<file path="src/rtl/ddr_port1_reader.sv">
// MCB user-port-1 frame reader: read bursts over a double-buffered frame, drained into a pixel stream.
// Optional macro DDR_READ_PREFETCH_EN allows a second burst in flight for gapless scan-out.
module ddr_port1_reader #(
  parameter int unsigned BURST_LEN   = 32,
  parameter int unsigned FRAME_WORDS = 307200,
  parameter int unsigned FRAME1_BASE = 1228800
) (
  input  logic        clk,
  input  logic        reset_n,
  input  logic        mem_calib_done,
  input  logic        enable,
  input  logic        frame_select,
  input  logic        p1_cmd_full,
  output logic        p1_cmd_en,
  output logic [2:0]  p1_cmd_instr,
  output logic [5:0]  p1_cmd_bl,
  output logic [29:0] p1_cmd_byte_addr,
  input  logic        p1_rd_empty,
  input  logic [6:0]  p1_rd_count,
  input  logic [31:0] p1_rd_data,
  input  logic        p1_rd_overflow,
  input  logic        p1_rd_error,
  output logic        p1_rd_en,
  output logic [31:0] pix_data,
  output logic        pix_valid,
  input  logic        pix_ready,
  output logic        frame_start,
  output logic        error
);

  localparam int unsigned WA_W       = $clog2(FRAME_WORDS + 1);
  localparam int unsigned BC_W       = (BURST_LEN > 1) ? $clog2(BURST_LEN) : 1;
  localparam int unsigned STARVE_MAX = 64;
`ifdef DDR_READ_PREFETCH_EN
  localparam int unsigned MAX_OUT    = 2;
`else
  localparam int unsigned MAX_OUT    = 1;
`endif

  typedef enum logic [1:0] {S_IDLE, S_CMD, S_WAIT, S_STREAM} state_t;

  state_t          r_state;
  state_t          w_state_nxt;
  logic            r_calib_meta;
  logic            r_calib;
  logic            r_sel;
  logic [WA_W-1:0] r_word_addr;
  logic [WA_W-1:0] r_stream_pos;
  logic [BC_W-1:0] r_burst_cnt;
  logic [1:0]      r_outstanding;
  logic [6:0]      r_starve_cnt;
  logic [31:0]     r_pix_data;
  logic            r_pix_valid;
  logic            r_frame_start;
  logic            r_error;

  logic            w_cmd_en;
  logic            w_rd_en;
  logic            w_burst_done;
  logic            w_idle_exit;
  logic            w_starve;
  logic [WA_W-1:0] w_addr_inc;
  logic            w_addr_wrap;
  logic [WA_W-1:0] w_pos_inc;
  logic [29:0]     w_cmd_addr;

  assign w_addr_inc  = r_word_addr + WA_W'(BURST_LEN);
  assign w_addr_wrap = (w_addr_inc >= WA_W'(FRAME_WORDS));
  assign w_pos_inc   = r_stream_pos + WA_W'(1);
  assign w_cmd_addr  = (r_sel ? 30'(FRAME1_BASE) : 30'd0) + (30'(r_word_addr) << 2);
  assign w_starve    = (r_state == S_STREAM) && p1_rd_empty;

  // Command strobe and FIFO pop are combinational so they act on the MCB FIFO flags of the same cycle.
  assign p1_cmd_en        = w_cmd_en;
  assign p1_cmd_instr     = w_cmd_en ? 3'b001 : 3'b000;
  assign p1_cmd_bl        = w_cmd_en ? 6'(BURST_LEN - 1) : 6'd0;
  assign p1_cmd_byte_addr = w_cmd_en ? w_cmd_addr : 30'd0;
  assign p1_rd_en         = w_rd_en;
  assign pix_data         = r_pix_data;
  assign pix_valid        = r_pix_valid;
  assign frame_start      = r_frame_start;
  assign error            = r_error;

  // Two-flop calibration synchroniser.
  always_ff @(posedge clk or negedge reset_n) begin
    if (!reset_n) begin
      r_calib_meta <= 1'b0;
      r_calib      <= 1'b0;
    end else begin
      r_calib_meta <= mem_calib_done;
      r_calib      <= r_calib_meta;
    end
  end

  // FSM state register.
  always_ff @(posedge clk or negedge reset_n) begin
    if (!reset_n) r_state <= S_IDLE;
    else          r_state <= w_state_nxt;
  end

  // Next state, command issue and FIFO pop.
  always_comb begin
    w_state_nxt  = r_state;
    w_cmd_en     = 1'b0;
    w_rd_en      = 1'b0;
    w_burst_done = 1'b0;
    w_idle_exit  = 1'b0;
    case (r_state)
      S_IDLE: begin
        if (r_calib && enable) begin
          w_idle_exit = 1'b1;
          w_state_nxt = S_CMD;
        end
      end
      S_CMD: begin
        if (!p1_cmd_full && (r_outstanding < 2'(MAX_OUT))) begin
          w_cmd_en    = 1'b1;
          w_state_nxt = S_WAIT;
        end
      end
      S_WAIT: begin
        if (p1_rd_count >= 7'(BURST_LEN)) w_state_nxt = S_STREAM;
      end
      S_STREAM: begin
        w_rd_en = !p1_rd_empty && (!r_pix_valid || pix_ready);
`ifdef DDR_READ_PREFETCH_EN
        w_cmd_en = (r_outstanding == 2'd1) && enable && !p1_cmd_full;
`endif
        if (w_rd_en && (r_burst_cnt == BC_W'(BURST_LEN - 1))) begin
          w_burst_done = 1'b1;
`ifdef DDR_READ_PREFETCH_EN
          // Next burst already fully buffered (head word excluded): keep streaming without a bubble.
          if ((r_outstanding + 2'(w_cmd_en)) > 2'd1)
            w_state_nxt = (p1_rd_count > 7'(BURST_LEN)) ? S_STREAM : S_WAIT;
          else
            w_state_nxt = enable ? S_CMD : S_IDLE;
`else
          w_state_nxt = enable ? S_CMD : S_IDLE;
`endif
        end
      end
      default: w_state_nxt = S_IDLE;
    endcase
  end

  // Frame address walk, buffer selection and burst bookkeeping.
  always_ff @(posedge clk or negedge reset_n) begin
    if (!reset_n) begin
      r_sel         <= 1'b0;
      r_word_addr   <= '0;
      r_stream_pos  <= '0;
      r_burst_cnt   <= '0;
      r_outstanding <= 2'd0;
    end else begin
      if (w_idle_exit) begin
        r_sel       <= frame_select;
        r_word_addr <= '0;
      end else if (w_cmd_en) begin
        if (w_addr_wrap) begin
          r_word_addr <= '0;
          r_sel       <= frame_select;
        end else begin
          r_word_addr <= w_addr_inc;
        end
      end else if ((w_state_nxt == S_IDLE) && (r_state != S_IDLE)) begin
        r_word_addr <= '0;
      end

      if (w_idle_exit)  r_stream_pos <= '0;
      else if (w_rd_en) r_stream_pos <= (w_pos_inc >= WA_W'(FRAME_WORDS)) ? '0 : w_pos_inc;

      if (w_burst_done) r_burst_cnt <= '0;
      else if (w_rd_en) r_burst_cnt <= r_burst_cnt + BC_W'(1);

      r_outstanding <= r_outstanding + 2'(w_cmd_en) - 2'(w_burst_done);
    end
  end

  // Output stream register: one-cycle FIFO-to-stream latency, holds while stalled.
  always_ff @(posedge clk or negedge reset_n) begin
    if (!reset_n) begin
      r_pix_data    <= 32'd0;
      r_pix_valid   <= 1'b0;
      r_frame_start <= 1'b0;
    end else if (w_rd_en) begin
      r_pix_data    <= p1_rd_data;
      r_pix_valid   <= 1'b1;
      r_frame_start <= (r_stream_pos == '0);
    end else if (pix_ready) begin
      r_pix_valid   <= 1'b0;
      r_frame_start <= 1'b0;
    end
  end

  // Sticky error: FIFO faults or a read FIFO starved mid-burst for too long.
  always_ff @(posedge clk or negedge reset_n) begin
    if (!reset_n) begin
      r_starve_cnt <= 7'd0;
      r_error      <= 1'b0;
    end else begin
      if (!w_starve)                            r_starve_cnt <= 7'd0;
      else if (r_starve_cnt != 7'(STARVE_MAX))  r_starve_cnt <= r_starve_cnt + 7'd1;

      if (p1_rd_overflow || p1_rd_error || (w_starve && (r_starve_cnt == 7'(STARVE_MAX))))
        r_error <= 1'b1;
    end
  end

endmodule

</file>
<file path="config.mk">
export PLATFORM = sky130hd
export DESIGN_NAME = ddr_port1_reader
export DESIGN_NICKNAME = d
export VERILOG_FILES = /design/src/rtl/ddr_port1_reader.sv
export SDC_FILE = /design/constraint.sdc
export NUM_CORES = 1
export LEC_CHECK = 0
export ABC_AREA = 1
export CAP_MARGIN = 20
export CORE_MARGIN = 2
export CORE_UTILIZATION = 40
export CTS_BUF_LIST = sky130_fd_sc_hd__clkbuf_16
export CTS_CLUSTER_SIZE = 12
export DETAILED_ROUTE_END_ITERATION = 8
export HOLD_SLACK_MARGIN = 0.03
export PLACE_DENSITY = 0.67
export SETUP_SLACK_MARGIN = 0.2
export SLEW_MARGIN = 10
export SYNTH_ARGS = -nofsm -noshare
export SYNTH_HDL_FRONTEND = slang
export SYNTH_SLANG_ARGS = --single-unit
</file>
<file path="constraint.sdc">
create_clock -name clk -period 8.1 [get_ports clk]
set_input_delay 2.43 -clock clk [delete_from_list [all_inputs] [get_ports clk]]
set_output_delay 2.43 -clock clk [all_outputs]
set_load 0.1 [all_outputs]
</file>
## Yosys cells after proc, flatten, opt, wreduce, memory -nomap -nowiden

Cells that the tools add are included.

| word-level totals | value |
|---|---|
| word-level logic and storage cells | 89 |
| register bits | 92 |
| bits of input ports | 49 |
| output and inout bits | 76 |

| cells by class | value |
|---|---|
| eq/ne operators | 7 |
| $add $sub $neg | 7 |
| order comparisons | 4 |
| muxes and demuxes | 34 |
| reductions and logical operators | 24 |

Operators by type and width:

| kind | count |
|---|---|
| $mux W19 | 7 |
| $ge A19 B19 Y1 const B | 2 |
| $add A21 B21 Y22 | 1 |
| $mux W22 | 1 |
| $mux W21 | 1 |
| $add A19 B1 Y19 const B | 1 |
| $add A19 B6 Y19 const B | 1 |
| $logic_not A19 Y1 | 1 |
| $mux W1 | 15 |
| $mux W5 | 3 |
| $mux W7 | 2 |
| $reduce_bool A2 Y1 | 6 |
| $mux W2 | 4 |
| $pmux W2 S4 | 1 |
| $add A7 B1 Y7 const B | 1 |
| $eq A7 B7 Y1 const B | 1 |
| $ge A7 B6 Y1 const B | 1 |
| $logic_and A1 B1 Y1 | 7 |
| $ne A7 B7 Y1 const B | 1 |
| $add A5 B1 Y5 const B | 1 |
| $eq A5 B5 Y1 const B | 1 |
| $eq A2 B2 Y1 const B | 2 |
| $logic_not A2 Y1 | 2 |
| $logic_not A1 Y1 | 3 |
| other kinds (8) | 10 |

## Longest topological paths before layout

Gate-level depths: netlist of run 1.

| depth | value |
|---|---|
| word-level depth | 11 |
| mapped depth | 14 |
| gate-level depth less buffers | 14 |

## Worst setup path before layout of run 1

Ideal clock, no wire load.

| timing path | value |
|---|---|
| path kind | input port to output port |
| from | in p1_cmd_full |
| to | out p1_cmd_byte_addr[19] |
| required time | 5.670 ns |
| path buffers | 1 |
| arrival time | 5.275 ns |
| slack | 0.395 ns |
| stages on the path | 7 |
| path through | or3_1 -> nor2_1 -> inv_1 -> nor2_1 -> buf_2 -> inv_2 -> nor3_1 |

| on the way | value |
|---|---|
| longest elaborated chain between the ends | 5 |

RTL lines:

| element | line | text |
|---|---|---|
| start: declaration | 13 | `input logic p1_cmd_full,` |
| $logic_not A1 Y1 | 116 | `if (!p1_cmd_full && (r_outstanding < 2'(MAX_OUT))) begin` |
| $logic_and A1 B1 Y1 | 116 |  |
| $mux W1 | 116 |  |
| $mux W1 | 108 | `case (r_state)` |
| $mux W22 | 77 | `assign p1_cmd_byte_addr = w_cmd_en ? w_cmd_addr : 30'd0;` |
| end: declaration | 17 | `output logic [29:0] p1_cmd_byte_addr,` |

No other way between the ends.

## Worst setup path in the final report of run 1

| timing path | value |
|---|---|
| from | in p1_cmd_full |
| to | out p1_cmd_byte_addr[16] |

Same word-level chain as after synthesis.

==> results by group, run 1 <==
Run status
  – Status: complete, no violations

Floorplanning
  – # rows: 41
  – Initial Util: 41.2%
  – Die area: 0.0140 mm²
  – Top Ports: 125
  – Die Y: around 120 µm
  – Die Wd: approximately 120 µm
  – Total core area: 0.0127 mm²

Yosys
  – Syn avg cell area: 7.63 µm²
  – Synth top cells by count: nand2_1 (212), dfrtp_1 (87), inv_1 (64), nand3_1 (64), nor2_1 (63)
  – Post-synth cell types: 46
  – Seq/Total Area, Yosys: about two fifths
  – Fraction of registers with async set/reset: 100%
  – Most numerous cell in the Yosys netlist: nand2_1
  – Post-synth top area share: 41.7%
  – Primary FF master, synth: dfrtp_1
  – Syn. warnings: 0
  – Post-synthesis register bit count: 87
  – Synthesized area: 0.00522 mm²
  – Synth area leaders: dfrtp_1 (42%), nand2_1 (15%), nand3_1 (6.1%)
  – Post-synth EDFFs: 0
  – Syn Inst Count: 684
  – Synth area leader: dfrtp_1

Clock network
  – Post-CTS setup buffer count: 0
  – CTS Buf Count: 9
  – CTS max path bufs: 2
  – Clk sink count: 87
  – CTS tree: yes
  – Clock transition at path regs: 0.06 ns
  – CTS Root Cell: clkbuf_16
  – Deepest level of the CTS H-tree: 3
  – Latest clock arrival within the worst-skew pair: 0.33 ns
  – CTS resizes: 0
  – Hold Buf Count CTS: 0

Setup path
  – Crit Path Max Fanout: 16
  – Critical path startpoint category: input pin
  – Reg2reg start: r_burst_cnt[1]
  – CP Capture Type: output port
  – Worst endpoint required time: 5.67 ns
  – Critical path type: in -> out
  – Reg-to-reg endpoint: r_word_addr[14]
  – Flop-to-flop setup slack: 5.63 ns
  – R2R depth: 11
  – Crit path DAT: 4.47 ns

Power and ir drop
  – Clock power frac: 17.8%
  – Switching part of the total power: between 50 and 60%
  – Tot Pwr: 2.26 mW
  – Pwr dens: 334 mW/mm²
  – Seq pwr share: 28.8%
  – Leak Pwr: 3.17 nW
  – IR drop worst, VDD: 0.331 mV
  – Sw Pwr: between 1 and 1.5 mW
  – Comb pwr share: 53.4%
  – Internal: 1.08 mW

STA
  – Min Hold Slack: 0.358 ns
  – Peak Freq: about 140 MHz
  – Final worst slack: between 1 and 1.5 ns
  – Endpoints failing setup: 0
  – RSZ-0062 raised after global routing: no
  – Clock skew: around 0.0076 ns
  – Final Max Slew Viols: 0
  – Hold Vio Cnt, Final: 0
  – Max_slew headroom: 32.7%
  – Setup TNS: 0 ns
  – Worst-Margin Slew: 1.01 ns
  – Final worst-path cycle share: between 80% and 90%
  – Tmin final: 6.90 ns

Finish
  – Cell Count, Final, Fillers Out: around 950
  – Core Util, Final: 53.4%
  – Fin area: ~0.0068 mm²
  – Register area: 0.00218 mm²
  – Fillers: 1,188
  – Area grow syn2layout: 29.8%
  – Final #Nets: 837
  – N_diodes: 0
  – Layout cells sized above 1: 11.4%
  – Multi-input gate area: 0.00255 mm²

Routing
  – Initial DRC Count: approximately 270
  – Routed Antenna Nets: 0
  – Vias/cell: 4.82
  – Routed vias: between 4k and 5k
  – Final Routed Wirelength: 12,100 µm
  – Drt pass-1 iters: 5
  – Drt wl/cell: between 10 and 15 µm
  – DRC Markers: 0

Global routing
  – Vias in the first global route: 4,519
  – First-pass GRT wire length: 21,000 µm
  – Remaining global-route overflow: 0
  – Global Route Usage Sum: 18.0%
  – Antenna violations before repair: 0
  – Largest net degree at the start of global routing: 60

Min path
  – WHS Endpoint: r_calib
  – Hold Path Cell Cnt: 0
  – HP Start: r_calib_meta
  – Hold Path Class: reg -> reg

Placed design
  – Setup WS pre-CTS: 1.17 ns
  – Placed cells: between 900 and 1k
  – Port buffer count: 101
  – Placed Area: 0.00647 mm²
  – Post-DP HPWL: 8830 µm
  – Final Wtd Congestion: 0.911

Job
  – MaxCap Viol Count: 0
==> worst max-delay path by stage <==
stage           startpoint              endpoint  cells past startpoint
2_1_floorplan  p1_cmd_full  p1_cmd_byte_addr[19]                      7
3_3_place_gp   p1_cmd_full  p1_cmd_byte_addr[16]                      9
3_5_place_dp   p1_cmd_full  p1_cmd_byte_addr[16]                      9
4_1_cts        p1_cmd_full  p1_cmd_byte_addr[16]                      9
5_1_grt        p1_cmd_full  p1_cmd_byte_addr[16]                      9
6_report       p1_cmd_full  p1_cmd_byte_addr[16]                      9
==> registers in the layout (all words and copies together), names as in the netlist <==
register	count
frame_start	1
r_word_addr	14
r_calib	1
r_outstanding	2
r_stream_pos	19
r_state	2
pix_data	32
r_sel	1
r_calib_meta	1
r_burst_cnt	5
error	1
pix_valid	1
r_starve_cnt	7
==> final cells by class <==
type	count	share of cell area, %
inverter	67	3.71
clock buffer	9	3.33
tap	172	3.18
timing repair buffer	107	19.0
multi-input combinational	502	37.7
clock inverter	7	0.961
sequential	87	32.2
==> per-layer routing <==
| metal | up-vias | share of wire, % | GRT usage [%] |
|---|---|---|---|
| met4 | 0 | 0.41 | 3.16 |
| li1 | 2316 | - | - |
| met3 | 4 | 4.0 | 3.86 |
| met2 | 84 | 51 | 32.0 |
| met5 | - | 0 | 0 |
| met1 | 2183 | 45 | 22.7 |
==> layout by cell type, fill, tap and decap left out, types with 13 or more instances in the layout <==
cell type,netlist,routed
nand2_2,14,14
nand3_2,13,13
ha_1,13,13
buf_12,1,23
nor3_1,13,13
nor2_1,63,63
conb_1,1,18
o21ai_0,17,17
dfrtp_1,87,87
clkdlybuf4s50_1,0,77
nand2_1,212,212
nand3_1,64,64
inv_1,64,65
a21oi_1,18,18
==> logic make-up after synthesis <==
kind of cell	count (synthesis)	share of synthesized area [%]
adder cells (fa/ha/maj)	14	3.50
flip-flops	87	41.7
AO/OA/AOI/OAI	44	4.89
other	1	0.0719
XOR/XNOR	12	2.37
buffers and inverters	112	10.6
AND/OR/NAND/NOR	414	36.9
==> critical path, cell delays in order <==
cell             delay (ns)
clkdlybuf4s50_1        0.39
or3_1                  0.34
nor2_1                 0.14
inv_1                  0.05
nor2_1                 0.18
buf_4                  0.34
o21ai_0                0.13
a21oi_1                0.24
buf_12                 0.21
==> power by group through the flow <==
stage / Combinational, mW / Sequential, mW / Clock (mW)
2_1_floorplan: 0.337 / 1.24 / 0
3_3_place_gp: 1.20 / 0.652 / 0
3_5_place_dp: 1.22 / 0.657 / 0
4_1_cts: 1.22 / 0.652 / 0.414
5_1_grt: 1.28 / 0.669 / 0.432
6_report: 1.21 / 0.651 / 0.403
Power figures use the tool's default switching activity.
==> run 2: changes to the inputs <==
--- a/config.mk
+++ b/config.mk
@@ -9,7 +9,7 @@
 export CAP_MARGIN = 20
 export CORE_MARGIN = 2
 export CORE_UTILIZATION = 40
-export CTS_BUF_LIST = sky130_fd_sc_hd__clkbuf_16
+export CTS_BUF_LIST = sky130_fd_sc_hd__clkbuf_4 sky130_fd_sc_hd__clkbuf_8
 export CTS_CLUSTER_SIZE = 12
 export DETAILED_ROUTE_END_ITERATION = 8
 export HOLD_SLACK_MARGIN = 0.03
==> run 2 against run 1 <==
  * Fmax shrank 0.29%
  * Via count shrank 0.48%
  * Register-to-register slack gained 0.08 ns
  * Cell count stayed put
  * Clock skew about the same
  * Sequential power about the same
  * Core utilization shrank 0.69 points
  * Critical path type unchanged
==> results by group, run 2 (synthesis gave the netlist of run 1 again) <==
STA
  – Final worst-path cycle share: 85.5% (+0.25 points)
  – Hold Vio Cnt, Final: 0 (unchanged)
  – Clock skew: 0.00716 ns (-0.000430 ns)
  – Tmin final: 6.92 ns (+0.0203 ns)
  – Min Hold Slack: 0.363 ns (+0.00518 ns)
  – Max_slew headroom: 33.1% (+0.39 points)
  – Final Max Slew Viols: 0 (unchanged)
  – Worst-Margin Slew: 1.00 ns (-0.00585 ns)
  – RSZ-0062 raised after global routing: no
  – Endpoints failing setup: 0 (unchanged)
  – Final worst slack: 1.18 ns (-0.0203 ns)
  – Peak Freq: 144 MHz (-0.29%)
  – Setup TNS: 0 ns (unchanged)

Routing
  – Drt pass-1 iters: 4 (-1)
  – Final Routed Wirelength: 12,100 µm (-0.31%)
  – Routed vias: 4,565 (-0.48%)
  – Drt wl/cell: 12.7 µm (-0.31%)
  – Routed Antenna Nets: 0 (unchanged)
  – Initial DRC Count: 262 (-1.1%)
  – DRC Markers: 0 (unchanged)
  – Vias/cell: 4.80 (-0.48%)

Global routing
  – Met3 global-route usage: 3.19% (-0.68 points)
  – GR peak layer: met2
  – Largest net degree at the start of global routing: 60 (unchanged)
  – Vias in the first global route: 4,501 (-0.40%)
  – First-pass GRT wire length: 20,800 µm (-0.92%)
  – Global Route Usage Sum: 17.8% (-0.24 points)
  – Met2 usage: 31.7% (-0.29 points)
  – Met1 Usage GRT: 22.5% (-0.21 points)
  – Remaining global-route overflow: 0 (unchanged)
  – Antenna violations before repair: 0 (unchanged)

Clock network
  – CTS Root Cell: clkbuf_8
  – CTS resizes: 0 (unchanged)
  – Clk sink count: 87 (unchanged)
  – CTS max path bufs: 2 (unchanged)
  – Post-CTS setup buffer count: 0 (unchanged)
  – Latest clock arrival within the worst-skew pair: 0.35 ns (+0.02 ns)
  – Clock transition at path regs: 0.09 ns (+0.03 ns)
  – CTS tree: yes
  – Hold Buf Count CTS: 0 (unchanged)
  – CTS Buf Count: 9 (unchanged)
  – Deepest level of the CTS H-tree: 3 (unchanged)

Placed design
  – Setup WS pre-CTS: 1.17 ns (unchanged)
  – Port buffer count: 101 (unchanged)
  – Post-DP HPWL: 8830 µm (unchanged)
  – Final Wtd Congestion: 0.911 (unchanged)

Floorplanning
  – Top Ports: 125 (unchanged)
  – Die Y: 118 µm (unchanged)
  – Die area: 0.0140 mm² (unchanged)
  – Total core area: 0.0127 mm² (unchanged)
  – # rows: 41 (unchanged)
  – Die Wd: 118 µm (unchanged)
  – Initial Util: 41.2% (unchanged)

Setup path
  – CP Buf/Inv Count: 4 (unchanged)
  – Crit path DAT: 4.49 ns (+0.02 ns)
  – Worst endpoint required time: 5.67 ns (about the same)
  – Critical path type: in -> out
  – Crit-path cells: clkdlybuf4s50_1 > or3_1 > nor2_1 > inv_1 > nor2_1 > buf_4 > o21ai_0 > a21oi_1 > buf_12
  – CP max stage delay: 0.39 ns (about the same)
  – Critical path startpoint category: input pin
  – CP Capture Type: output port
  – Worst path slowest cell: clkdlybuf4s50_1
  – Crit path top cell by count: nor2_1
  – Top delay family on crit path: buffers and inverters
  – Crit Path Max Fanout: 16 (unchanged)

Finish
  – Largest register FFs: 32 (unchanged)
  – Area grow syn2layout: 28.1%
  – Final #Nets: 837 (unchanged)
  – Commonest non-fill, non-tap cell in the layout: nand2_1
  – Core Util, Final: 52.8% (-0.69 points)
  – Fillers: 1,199 (+0.93%)
  – Most frequent cells in the layout: nand2_1 (212), dfrtp_1 (87), clkdlybuf4s50_1 (77), inv_1 (64), nand3_1 (64)
  – N_diodes: 0 (unchanged)
  – Layout cells sized above 1: 11.7% (+0.26 points)

Power and ir drop
  – Pwr dens: 325 mW/mm² (-2.8%)
  – Leak Pwr: 3.13 nW (-1.3%)
  – IR drop worst, VDD: 0.331 mV (about the same)

Min path
  – Hold Path Class: reg -> reg

Run status
  – Status: complete, no violations

Job
  – MaxCap Viol Count: 0 (unchanged)
## run 2: area by class of cell
class / count / area, µm² / share of cell area, %
flip-flops and latches: 87 / 2180 / 32.6
well taps: 172 / 215 / 3.22
clock inverters: 5 / 57.6 / 0.861
repair buffers: 107 / 1280 / 19.2
inverters: 67 / 251 / 3.76
clock buffers: 11 / 145 / 2.17
multi-input cells: 502 / 2550 / 38.2
## run 2: worst paths after layout
check	startpoint	end	slack [ns]	cells past startpoint
min in group asynchronous	reset_n	pix_data[7]	1.99	1
hold / removal	r_calib_meta	r_calib	0.36	0
hold reg to reg	r_calib_meta	r_calib	0.36	0
max in group asynchronous	reset_n	r_stream_pos[12]	5.02	2
setup / recovery	p1_cmd_full	p1_cmd_byte_addr[16]	1.18	9
setup reg to reg	r_burst_cnt[0]	r_word_addr[10]	5.71	11
## run 2: power breakdown
part / switching (mW) / total, mW / internal, mW
combinational: 0.927 / 1.21 / 0.281
clock: 0.157 / 0.311 / 0.154
sequential: 0.0918 / 0.651 / 0.559
total: 1.18 / 2.17 / 0.994
## run 2: routing by layer
metal  part of all wire [%]  wire [µm]
met2                     50       6050
met1                     45       5440
met4                   0.66         80
met3                    4.1        490
met5                      0          0
## run 2: through the flow
step | cell area [µm²] | cells | power (mW)
floorplan | 5280 | 701 | 1.58
global placement | 6470 | 934 | 1.85
detailed placement | 6470 | 934 | 1.87
CTS | 6680 | 950 | 2.19
global route | 6680 | 951 | 2.28
finish | 6680 | 951 | 2.17
